===== config.mk =====
export PLATFORM = sky130hd
export DESIGN_NAME = adc_spi_responder_flat
export DESIGN_NICKNAME = d
export VERILOG_FILES = /design/src/rtl/adc_spi_responder_if.sv /design/src/rtl/adc_spi_responder.sv /design/src/flat_wrapper.sv
export SDC_FILE = /design/constraint.sdc
export NUM_CORES = 1
export LEC_CHECK = 0
export CAP_MARGIN = 20
export CORE_MARGIN = 2
export CORE_UTILIZATION = 50
export CTS_BUF_LIST = sky130_fd_sc_hd__clkbuf_16
export DETAILED_ROUTE_END_ITERATION = 16
export HOLD_SLACK_MARGIN = 0.08
export PLACE_DENSITY_LB_ADDON = 0.2
export SYNTH_ARGS = -nofsm -noshare
export SYNTH_HDL_FRONTEND = slang
export SYNTH_SLANG_ARGS = --single-unit
export TNS_END_PERCENT = 1

===== constraint.sdc =====
create_clock -name clk_clk -period 2.7 [get_ports clk_clk]
set_input_delay 0.54 -clock clk_clk [delete_from_list [all_inputs] [get_ports clk_clk]]
set_output_delay 0.54 -clock clk_clk [all_outputs]
set_load 0.03 [all_outputs]

===== src/rtl/adc_spi_responder_if.sv =====
// adc_spi_responder_if: SPI pin bundle between an ADC master controller and
// the LTC2308-style responder model.
// Ports: adc_sclk (SPI clock, idle low), adc_cs_n (frame select, rise = CONVST),
//        adc_din (config bits, MSB first), adc_dout (result bits, MSB first).
interface adc_spi_responder_if;
  logic adc_sclk;
  logic adc_cs_n;
  logic adc_din;
  logic adc_dout;

  modport master (
    output adc_sclk,
    output adc_cs_n,
    output adc_din,
    input  adc_dout
  );

  modport slave (
    input  adc_sclk,
    input  adc_cs_n,
    input  adc_din,
    output adc_dout
  );
endinterface


===== src/rtl/adc_spi_responder.sv =====
// adc_spi_responder: slave-side model of a 12-bit, 8-channel SPI ADC (LTC2308 style).
// Latency: DOUT bit valid SYNC_STAGES+1 clocks after cs_n fall / sclk fall;
//          result captured CONV_CYCLES clocks after the frame's cs_n rise.
// Backpressure: none; the master owns sclk/cs_n pacing, protocol abuse sets proto_err.
// Ports: clk_clk/reset_reset_n (clock, async active-low reset), spi (slave modport:
//        adc_sclk, adc_cs_n, adc_din in; adc_dout out), sample_data (analog source),
//        sample_ch (channel of last started conversion), conv_busy, frame_done (pulse),
//        proto_err (sticky), err_clr (synchronous clear, set wins).
module adc_spi_responder #(
  parameter int          CONV_CYCLES = 80,
  parameter int          SYNC_STAGES = 2,
  parameter logic [5:0]  RESET_CFG   = 6'b100010
) (
  input  logic                 clk_clk,
  input  logic                 reset_reset_n,
  adc_spi_responder_if.slave   spi,
  output logic [2:0]           sample_ch,
  input  logic [11:0]          sample_data,
  output logic                 conv_busy,
  output logic                 frame_done,
  output logic                 proto_err,
  input  logic                 err_clr
);

  localparam int              CW        = $clog2(CONV_CYCLES + 1);
  localparam logic [CW-1:0]   CONV_LAST = CW'(CONV_CYCLES - 1);

  typedef enum logic [1:0] {
    IDLE  = 2'd0,
    SHIFT = 2'd1,
    CONV  = 2'd2
  } state_t;

  state_t state, state_nxt;

  // Input synchronizers; edge detection only ever looks at the last stage.
  logic [SYNC_STAGES-1:0] sclk_sync, cs_sync, din_sync;
  logic                   sclk_prev, cs_prev;
  logic                   sclk_s, cs_s, din_s;
  logic                   sclk_rise, sclk_fall, cs_rise, cs_fall;

  assign sclk_s    = sclk_sync[SYNC_STAGES-1];
  assign cs_s      = cs_sync[SYNC_STAGES-1];
  assign din_s     = din_sync[SYNC_STAGES-1];
  assign sclk_rise =  sclk_s & ~sclk_prev;
  assign sclk_fall = ~sclk_s &  sclk_prev;
  assign cs_rise   =  cs_s   & ~cs_prev;
  assign cs_fall   = ~cs_s   &  cs_prev;

  always_ff @(posedge clk_clk or negedge reset_reset_n) begin
    if (!reset_reset_n) begin
      sclk_sync <= '0;
      cs_sync   <= '1;
      din_sync  <= '0;
      sclk_prev <= 1'b0;
      cs_prev   <= 1'b1;
    end else begin
      sclk_sync <= {sclk_sync[SYNC_STAGES-2:0], spi.adc_sclk};
      cs_sync   <= {cs_sync[SYNC_STAGES-2:0],   spi.adc_cs_n};
      din_sync  <= {din_sync[SYNC_STAGES-2:0],  spi.adc_din};
      sclk_prev <= sclk_s;
      cs_prev   <= cs_s;
    end
  end

  // Datapath state
  logic [5:0]    cfg, cfg_sh;
  logic [11:0]   result, dout_sh;
  logic [3:0]    bit_cnt;
  logic [CW-1:0] conv_cnt;
  logic          dout_q;

  // FSM control strobes
  logic start_frame, cap_bit, shift_bit, end_frame, conv_err, conv_done;

  always_ff @(posedge clk_clk or negedge reset_reset_n) begin
    if (!reset_reset_n) begin
      state <= IDLE;
    end else begin
      state <= state_nxt;
    end
  end

  always_comb begin
    state_nxt   = state;
    start_frame = 1'b0;
    cap_bit     = 1'b0;
    shift_bit   = 1'b0;
    end_frame   = 1'b0;
    conv_err    = 1'b0;
    conv_done   = 1'b0;
    conv_busy   = 1'b0;
    case (state)
      IDLE: begin
        // A frame whose cs_n fell during CONV never produces a fall here,
        // so it is ignored until cs_n goes high again.
        if (cs_fall) begin
          start_frame = 1'b1;
          state_nxt   = SHIFT;
        end
      end
      SHIFT: begin
        if (cs_rise) begin
          end_frame = 1'b1;
          state_nxt = CONV;
        end else begin
          cap_bit   = sclk_rise;
          shift_bit = sclk_fall;
        end
      end
      CONV: begin
        conv_busy = 1'b1;
        conv_err  = cs_fall;
        if (conv_cnt == CONV_LAST) begin
          conv_done = 1'b1;
          state_nxt = IDLE;
        end
      end
      default: state_nxt = IDLE;
    endcase
  end

  always_ff @(posedge clk_clk or negedge reset_reset_n) begin
    if (!reset_reset_n) begin
      cfg        <= RESET_CFG;
      cfg_sh     <= RESET_CFG;
      result     <= 12'h000;
      dout_sh    <= 12'h000;
      bit_cnt    <= 4'd0;
      conv_cnt   <= '0;
      dout_q     <= 1'b0;
      sample_ch  <= 3'd0;
      frame_done <= 1'b0;
      proto_err  <= 1'b0;
    end else begin
      frame_done <= end_frame && (bit_cnt >= 4'd12);

      if (start_frame) begin
        bit_cnt <= 4'd0;
        dout_q  <= result[11];
        dout_sh <= {result[10:0], 1'b0};
      end

      if (cap_bit) begin
        if (bit_cnt < 4'd6) begin
          cfg_sh <= {cfg_sh[4:0], din_s};
        end
        if (bit_cnt != 4'd15) begin
          bit_cnt <= bit_cnt + 4'd1;
        end
      end

      // Zeros shift in behind the result, so DOUT reads 0 past bit 12.
      if (shift_bit) begin
        dout_q  <= dout_sh[11];
        dout_sh <= {dout_sh[10:0], 1'b0};
      end

      if (end_frame) begin
        dout_q   <= 1'b0;
        conv_cnt <= '0;
        if (bit_cnt >= 4'd6) begin
          cfg       <= cfg_sh;
          sample_ch <= {cfg_sh[3], cfg_sh[2], cfg_sh[4]};
        end
      end

      if (conv_busy) begin
        conv_cnt <= conv_cnt + 1'b1;
      end

      // Bipolar mode offsets to two's complement by flipping the MSB.
      if (conv_done) begin
        result <= cfg[1] ? sample_data : (sample_data ^ 12'h800);
      end

      if ((end_frame && (bit_cnt < 4'd6)) || conv_err) begin
        proto_err <= 1'b1;
      end else if (err_clr) begin
        proto_err <= 1'b0;
      end
    end
  end

  assign spi.adc_dout = dout_q;

endmodule


===== src/flat_wrapper.sv =====
// flat-port wrapper written by rule: the top's interface ports become plain ports
module adc_spi_responder_flat 
#(
  parameter int          CONV_CYCLES = 80,
  parameter int          SYNC_STAGES = 2,
  parameter logic [5:0]  RESET_CFG   = 6'b100010
)
  (clk_clk, reset_reset_n, sample_ch, sample_data, conv_busy, frame_done, proto_err, err_clr, spi_adc_sclk, spi_adc_cs_n, spi_adc_din, spi_adc_dout);
  adc_spi_responder_if spi_i ();
  input  logic clk_clk;
  input  logic reset_reset_n;
  output logic [2:0] sample_ch;
  input  logic [11:0] sample_data;
  output logic conv_busy;
  output logic frame_done;
  output logic proto_err;
  input  logic err_clr;
  input wire logic [$bits(spi_i.adc_sclk)-1:0] spi_adc_sclk;
  input wire logic [$bits(spi_i.adc_cs_n)-1:0] spi_adc_cs_n;
  input wire logic [$bits(spi_i.adc_din)-1:0] spi_adc_din;
  output wire logic [$bits(spi_i.adc_dout)-1:0] spi_adc_dout;
  assign spi_i.adc_sclk = spi_adc_sclk;
  assign spi_i.adc_cs_n = spi_adc_cs_n;
  assign spi_i.adc_din = spi_adc_din;
  assign spi_adc_dout = spi_i.adc_dout;
  adc_spi_responder #(.CONV_CYCLES(CONV_CYCLES), .SYNC_STAGES(SYNC_STAGES), .RESET_CFG(RESET_CFG)) u_core (.clk_clk(clk_clk), .reset_reset_n(reset_reset_n), .spi(spi_i), .sample_ch(sample_ch), .sample_data(sample_data), .conv_busy(conv_busy), .frame_done(frame_done), .proto_err(proto_err), .err_clr(err_clr));
endmodule

# Yosys cells after proc, flatten, opt, wreduce, memory -nomap -nowiden
# Index checks and enable logic that the tools add are counted.
[totals] register_bits=58 input_bits=18 output_inout_bits=7 word_cells=77
[op_classes] n_addsub=2 order_cmp=3 n_eq_ne=7 muxes=29 n_bitwise=9 n_reduce_logical=11
[op_table] op="12-bit two-way mux" count=3
[op_table] op="1-bit two-way mux" count=17
[op_table] op="7-bit two-way mux" count=2
[op_table] op="4-bit two-way mux" count=3
[op_table] op="7-bit by 1-bit adder with 7-bit output (second input constant)" count=1
[op_table] op="7-bit equality test (second input constant)" count=1
[op_table] op="2-bit two-way mux" count=3
[op_table] op="2-bit by 1-bit != test with 1-bit output (second input constant)" count=3
[op_table] op="2-bit case mux with 3 select lines" count=1
[op_table] op="2-bit nonzero test" count=3
[op_table] op="1-bit NOT" count=5
[op_table] op="4-bit by 1-bit adder with 4-bit output (second input constant)" count=1
[op_table] op="1-bit AND" count=4
[op_table] op="4-bit by 3-bit >= comparator with 1-bit output (second input constant)" count=1
[op_table] op="4-bit >= comparator (second input constant)" count=1
[op_table] op="4-bit by 3-bit < comparator with 1-bit output (second input constant)" count=1
[op_table] op="4-bit != test (second input constant)" count=1
[op_table] op="2-bit AND reduction" count=2
[op_table] op="3-bit AND reduction" count=1
[op_table] op="3-bit nonzero test" count=1
[op_table] op="2-bit by 1-bit equality test with 1-bit output (second input constant)" count=1
[op_table] op="2-bit equality test (second input constant)" count=1
[op_table] op="1-bit logical AND" count=2
[op_table] op="2-bit zero test" count=1
[op_table] op="1-bit logical OR" count=1

# Logic depth before layout (Yosys ltp)
# Gate-level depths: netlist (run 1).
[depth] depth_word=7 mapped_depth=7 depth_no_buf=5

# Least setup slack after synthesis (run 1)
# OpenSTA, ideal clock, no wires.
[synth_path] kind="reg2reg" from="register u_core.state[0]" to="register u_core.result[2]" setup_ps=125 arrival_time_ps=1729 required_ps=2575 path_slack_ps=846 path_stages_with_launch=7 path_buffers=3 period_less_slack_ps=1854 cell_sequence="dfrtp_1 > nand2b_1 > buf_6 > or4_4 > buf_6 > buf_12 > mux2_4"
[synth_via] elab_chain_len=2
[synth_rtl] element="start: declaration" line_no="adc_spi_responder.sv:34" text="state_t state, state_nxt;"
[synth_rtl] element="start signal: assignment" line_no="adc_spi_responder.sv:80" text="state <= state_nxt;"
[synth_rtl] element="2-bit equality test" line_no="adc_spi_responder.sv:93" text="case (state)"
[synth_rtl] element="1-bit two-way mux" line_no="adc_spi_responder.sv:93"
[synth_rtl] element="end signal: assignment" line_no="adc_spi_responder.sv:174" text="result <= cfg[1] ? sample_data : (sample_data ^ 12'h800);"
[synth_rtl] element="end: declaration" line_no="adc_spi_responder.sv:68" text="logic [11:0] result, dout_sh;"
# No other way between the ends.
# A chain may end at the register's enable or synchronous reset.

# Worst setup path after layout (run 1)
[layout_path] from="register u_core.state[0]" to="output conv_busy"
[layout_via] elab_chain_len=2
[layout_rtl] element="2-bit equality test" line_no="adc_spi_responder.sv:93"
[layout_rtl] element="1-bit two-way mux" line_no="adc_spi_responder.sv:93"
[layout_rtl] element="end: declaration" line_no="flat_wrapper.sv:14" text="output logic conv_busy;"
# No other way between the ends.

==> results.txt, run 1 <==
fin area: 2796 um2
routability cong.: 0.8143
# setup viols final: 0
WL/cell: 16.14 um
commonest cells in the netlist: 51 x dfrtp_1, 15 x nand2_1, 12 x mux2_2
critical path class: flip-flop to output pin
Post-Syn Instances: 183
DR iter-0 viols: 156
row cnt: 25
Required @ worst endpoint: 2.16 ns
storage element area: 1408 um2
MaxCap Viol Count: 0
r2r setup slk: 0.73 ns
initial antenna violation count: 0
P per Cell Area: 868.9 nW/um2
hold_sp: u_core.din_sync[0]
critical path peak fanout: 8
CP Capture Type: output pin
Final Non-Filler Cells: 264
DRC violations left: 0
synth top area cells: dfrtp_1 54%, mux2_2 5.7%, dfstp_2 5.6%
Tmin final: 2.458 ns
largest area contributor in the netlist: dfrtp_1
clock tree from TritonCTS: done
main combinational cell family by area after synthesis: compound AO/OA/AOI/OAI gates
Post-CTS Setup Repair Bufs: 0
total power: 2430 uW
sequential area share after synthesis: 0.5952
DR pass1 iterations: 4
DRT antenna net count: 0
CTS root buf: clkbuf_16
Max-slew headroom: 0.5444
RSZ-0062 raised after global routing: false
FFs w/ async S/R, synth: 1.000
core area: 4629 um2
post-synthesis simple-gate area fraction: 0.09683
Post-CTS Hold Buffers: 0
fin nets: 230
vias in the first global route: 1512
number of fill cells: 367
Setup crit start: u_core.state[0]
Worst Hold Depth: 0
WP data arrival: 1.92 ns
via count: 1489
full die area: 5295 um2
via/cell ratio: 5.640
largest net degree at the start of global routing: 57
R2R Path Start: u_core.cs_sync[1]
reg2reg end: u_core.dout_sh[8]
crit start category: flip-flop
Worst Reg-to-Reg Cells: 4
Clock Tree Buf Depth: 2
global-route wire length before repair: 7320 um
mapped cell area: 2365 um2
YS warnings: 0
syn avg cell area: 12.92 um2
Place WS: 0.5565 ns
Hold Vio Cnt, Final: 0
Clock Skew: 0.006981 ns
Die Width: 72.77 um
Worst-path clk slew: 0.07 ns
xor/xnor share of the synthesized area: 0.007407
Post-CTS Resized: 0
layout cells sized above 1: 0.1810
Die Height: 72.77 um
P&R area growth vs syn: 18.25%
period utilization: 0.9104
number of diodes: 0
Worst Max-Slew Pin Slew: 0.6833 ns
Boundary Pins: 25
Slew Limit Fails: 0
most common cell in the netlist: dfrtp_1
final WL: 4261 um
Hold Path Class: flip-flop to flip-flop
Synth Area in Compound Gates: 0.1333
flops & latches, synth: 56
Synth Area in Adders: 0.01587
CTS Buf Count: 5
total congestion overflow: 0
dpl cells: 256
Port Buf Inserts: 24
setup_tns: 0 ns
status: completed
H-tree depth: 2
multi-input logic area: 884.6 um2
EDFF count, synth: 0
syn_nets: 204
P_leak: 0.001316 uW
Initial Util: 0.5108
ys flop type: dfrtp_1
Post-DP Area: 2625 um2
Unique masters post-synth: 37
post-synthesis mux area share: 0.1206
post-layout worst setup margin: 0.2420 ns
worst-case vdd ir drop: 0.4923 mV
top-area cell type share of the netlist area: 0.5397
clk_lat worst skew: 0.29 ns
total track usage: 0.1803
HPWL Detailed: 2915 um
worst hold path endpoint: u_core.din_sync[1]
achievable frequency: 0.4068 GHz
Clock Sink Count: 56
==> cell usage in the layout, fill, tap and decap left out, types with 2 or more instances in the layout <==
| cell | Yosys | final |
|---|---|---|
| a21o_1 | 10 | 10 |
| a21oi_1 | 6 | 6 |
| a22o_1 | 10 | 10 |
| buf_4 | 0 | 2 |
| clkbuf_16 | 0 | 5 |
| clkdlybuf4s50_1 | 0 | 23 |
| dfrtp_1 | 51 | 51 |
| dfstp_2 | 5 | 5 |
| ha_1 | 3 | 3 |
| inv_1 | 4 | 4 |
| mux2_2 | 12 | 12 |
| mux2_4 | 8 | 8 |
| mux2i_1 | 3 | 3 |
| nand2_1 | 15 | 15 |
| nand2b_1 | 4 | 4 |
| nand3_1 | 4 | 4 |
| nor2_1 | 5 | 5 |
| nor2b_1 | 3 | 3 |
| nor3_1 | 2 | 2 |
| o211ai_1 | 3 | 3 |
| o21a_1 | 2 | 2 |
| o21ai_0 | 11 | 11 |
==> worst max-delay path: stages, from the launching register on <==
cell and delay (ns):
dfrtp_1 0.43, nand2b_1 0.28, inv_1 0.21, clkdlybuf4s50_1 0.71
==> cell type report <==
| cell class | count | share of cell area |
|---|---|---|
| multi-input combinational | 116 | 0.3163 |
| inverter | 4 | 0.005369 |
| clock buffer | 5 | 0.04474 |
| sequential | 56 | 0.5034 |
| clock inverter | 3 | 0.01655 |
| timing repair buffer | 26 | 0.08949 |
| tap | 54 | 0.02416 |
==> layer usage <==
layer,GRT usage,share of wire,vias to the layer above
met5,0,0,-
met4,0.04527,0.0089,0
met3,0.04420,0.038,5
met2,0.2808,0.49,33
met1,0.2555,0.46,745
li1,-,-,706
==> cells by family (layout without fill, tap and decap cells) <==
kind of cell               Yosys count  count (layout)
DFF                                 56              56
AOI/OAI and AO/OA                   46              46
and+or+nand+nor                     42              42
muxes                               23              23
buffers and inverters               11              38
adders and majority gates            3               3
xor gates and xnor gates             2               2
==> state kept, by name (all words and copies together), names as in the netlist, 3 cells and up <==
signal / flops
u_core.result: 12
u_core.dout_sh: 11
u_core.conv_cnt: 7
u_core.cfg_sh: 5
u_core.bit_cnt: 4
u_core.sample_ch: 3
==> through the flow <==
stage / utilization / hold slack [ns]
global route: 0.6041 / 0.3611
CTS: 0.6041 / 0.3541
global placement: 0.5670 / 0.3340
finish: 0.6041 / 0.3536
detailed placement: 0.5670 / 0.3372
floorplan: - / 0.2444
==> how the worst max path moves through the flow <==
| stage | to | slack (ns) | cells after the start |
|---|---|---|---|
| after CTS | conv_busy | 0.23 | 3 |
| after global routing | conv_busy | 0.14 | 3 |
| after global placement | conv_busy | 0.64 | 3 |
| final | conv_busy | 0.24 | 3 |
| after detailed placement | conv_busy | 0.56 | 3 |
| after floorplan | u_core.result[2] | 0.85 | 6 |
==> power breakdown <==
group	internal (uW)	switching [uW]
Sequential	1040	145
Clock	441	297
Combinational	251	258
No activity file was read; power rests on OpenSTA's default activity.
==> run 2, diff against run 1 <==
--- a/config.mk
+++ b/config.mk
@@ -6,11 +6,13 @@
 export NUM_CORES = 1
 export LEC_CHECK = 0
 export CAP_MARGIN = 20
+export CORE_ASPECT_RATIO = 0.9
 export CORE_MARGIN = 2
 export CORE_UTILIZATION = 50
 export CTS_BUF_LIST = sky130_fd_sc_hd__clkbuf_16
 export DETAILED_ROUTE_END_ITERATION = 16
 export HOLD_SLACK_MARGIN = 0.08
+export MAX_ROUTING_LAYER = met4
 export PLACE_DENSITY_LB_ADDON = 0.2
 export SYNTH_ARGS = -nofsm -noshare
 export SYNTH_HDL_FRONTEND = slang
==> constraint.sdc (replaced) <==
create_clock -name clk_clk -period 2 [get_ports clk_clk]
set_input_delay 0.4 -clock clk_clk [delete_from_list [all_inputs] [get_ports clk_clk]]
set_output_delay 0.4 -clock clk_clk [all_outputs]
set_load 0.03 [all_outputs]
==> run 2 against run 1 <==
First-iteration DRC count fell by 27%. Highest routed layer unchanged. Hold slack got worse by 0.0037 ns. Non-clock buffer count rose by 7.
==> results.txt, run 2 (synthesis results as in run 1) <==
fin nets: 237
clk_lat worst skew: 0.29 ns
most frequent cells in the layout: 51 x dfrtp_1, 22 x clkdlybuf4s50_1, 15 x nand2_1
via count: 1493
DRC violations left: 0
number of fill cells: 358
Worst Path Buf+Inv: 0
Port Buf Inserts: 24
Crit-path slowest cell: or4_4
DR pass1 iterations: 4
final WL: 4161 um
number of diodes: 0
Post-CTS Setup Repair Bufs: 0
Die Width: 76.49 um
Clock Sink Count: 56
Boundary Pins: 25
global-route wire length before repair: 7238 um
Tmin final: 1.866 ns
setup_tns: 0 ns
Min Hold Slack: 0.3499 ns
CTS Buf Count: 5
Hold Vio Cnt, Final: 0
register bank with the most flops: u_core.result
worst-case vdd ir drop: 0.7946 mV
post-layout worst setup margin: 0.1337 ns
WL/cell: 14.91 um
full die area: 5296 um2
MaxCap Viol Count: 0
# setup viols final: 0
total congestion overflow: 0
crit start category: flip-flop
H-tree depth: 2
P&R area growth vs syn: 20.79%
largest net degree at the start of global routing: 25
Hold Path Class: flip-flop to flip-flop
status: completed
P_leak: 0.001352 uW
Slew Limit Fails: 0
via/cell ratio: 5.351
Largest register FFs: 12
row cnt: 23
clock tree from TritonCTS: done
vias in the first global route: 1523
RSZ-0062 raised after global routing: false
Initial Util: 0.5268
CTS root buf: clkbuf_16
CP Capture Type: flip-flop
Die Height: 69.24 um
Max-slew headroom: 0.6828
achievable frequency: 0.5358 GHz
Worst-path clk slew: 0.07 ns
total track usage: 0.1786
routability cong.: 0.7714
Required @ worst endpoint: 2.18 ns
period utilization: 0.9332
P per Cell Area: 1152 nW/um2
Place WS: 0.1434 ns
DR iter-0 viols: 114
critical path peak fanout: 13
initial antenna violation count: 0
Cell Chain, Critical Path: ha_1, nand3_1, or4_4, mux2_4
layout cells sized above 1: 0.1982
HPWL Detailed: 2977 um
Worst Max-Slew Pin Slew: 0.4758 ns
Clock Tree Buf Depth: 2
DRT antenna net count: 0
core area: 4489 um2
CP max stage delay: 0.64 ns
Clock Skew: 0.007925 ns
critical path class: flip-flop to flip-flop
Largest regs: u_core.result x12, u_core.dout_sh x11, u_core.conv_cnt x7
commonest non-fill, non-tap cell in the layout: dfrtp_1
CP delay by family, top: simple AND/OR/NAND/NOR gates
WP data arrival: 2.04 ns
-- run 2: changes by cell type in the layout (fill, tap and decap cells not counted), sizes merged --
cell           before  now
clkinvlp            1    0
buf                 3    9
clkdlybuf4s50      23   22
clkinv              0    2
dlygate4sd2         0    1
dlygate4sd3         0    1
inv                 5    4
-- run 2: metrics by stage --
step	std cells	utilization	total power, uW	cell area (um2)
2_1_floorplan	183	-	2065	2365
3_3_place_gp	270	0.5970	2289	2680
3_5_place_dp	270	0.5970	2352	2680
4_1_cts	279	0.6363	3324	2856
5_1_grt	279	0.6363	3495	2856
6_report	279	0.6363	3291	2856
-- run 2: power breakdown --
part	internal (uW)	switching, uW
Combinational	369	358
Sequential	1400	193
Clock	589	383
Total	2360	934
-- run 2: layer usage --
metal	vias up	GRT usage	wire [um]
li1	721	-	-
met1	748	0.2314	1988
met2	20	0.2724	2004
met3	4	0.05599	124
met4	0	0.05455	44
met5	-	-	0
-- run 2: layout make-up --
| class | instances | area [um2] | share of cell area |
|---|---|---|---|
| Inverter | 4 | 15.01 | 0.005256 |
| Clock inverter | 3 | 42.54 | 0.01489 |
| Sequential cell | 56 | 1408 | 0.4928 |
| Timing Repair Buffer | 33 | 304.0 | 0.1064 |
| Clock buffer | 5 | 125.1 | 0.04380 |
| Tap cell | 62 | 77.57 | 0.02716 |
| Multi-Input combinational cell | 116 | 884.6 | 0.3097 |
-- run 2: worst paths after layout --
path | start | endpoint | slack (ns) | depth (start not counted)
setup / recovery | u_core.conv_cnt[0] | u_core.result[2] | 0.13 | 4
hold / removal | u_core.din_sync[0] | u_core.din_sync[1] | 0.35 | 0
setup reg to reg | u_core.conv_cnt[0] | u_core.result[2] | 0.13 | 4
hold reg to reg | u_core.din_sync[0] | u_core.din_sync[1] | 0.35 | 0
max in group asynchronous | reset_reset_n | u_core.result[9] | 0.79 | 3
min in group asynchronous | reset_reset_n | u_core.conv_cnt[1] | 0.56 | 2
-- run 2: what timing repair did --
action	CTS	global route
hold buffers	1	0
endpoints found under the setup margin	1	0
gates resized for setup	1	0
hold endpoints to repair	13	0
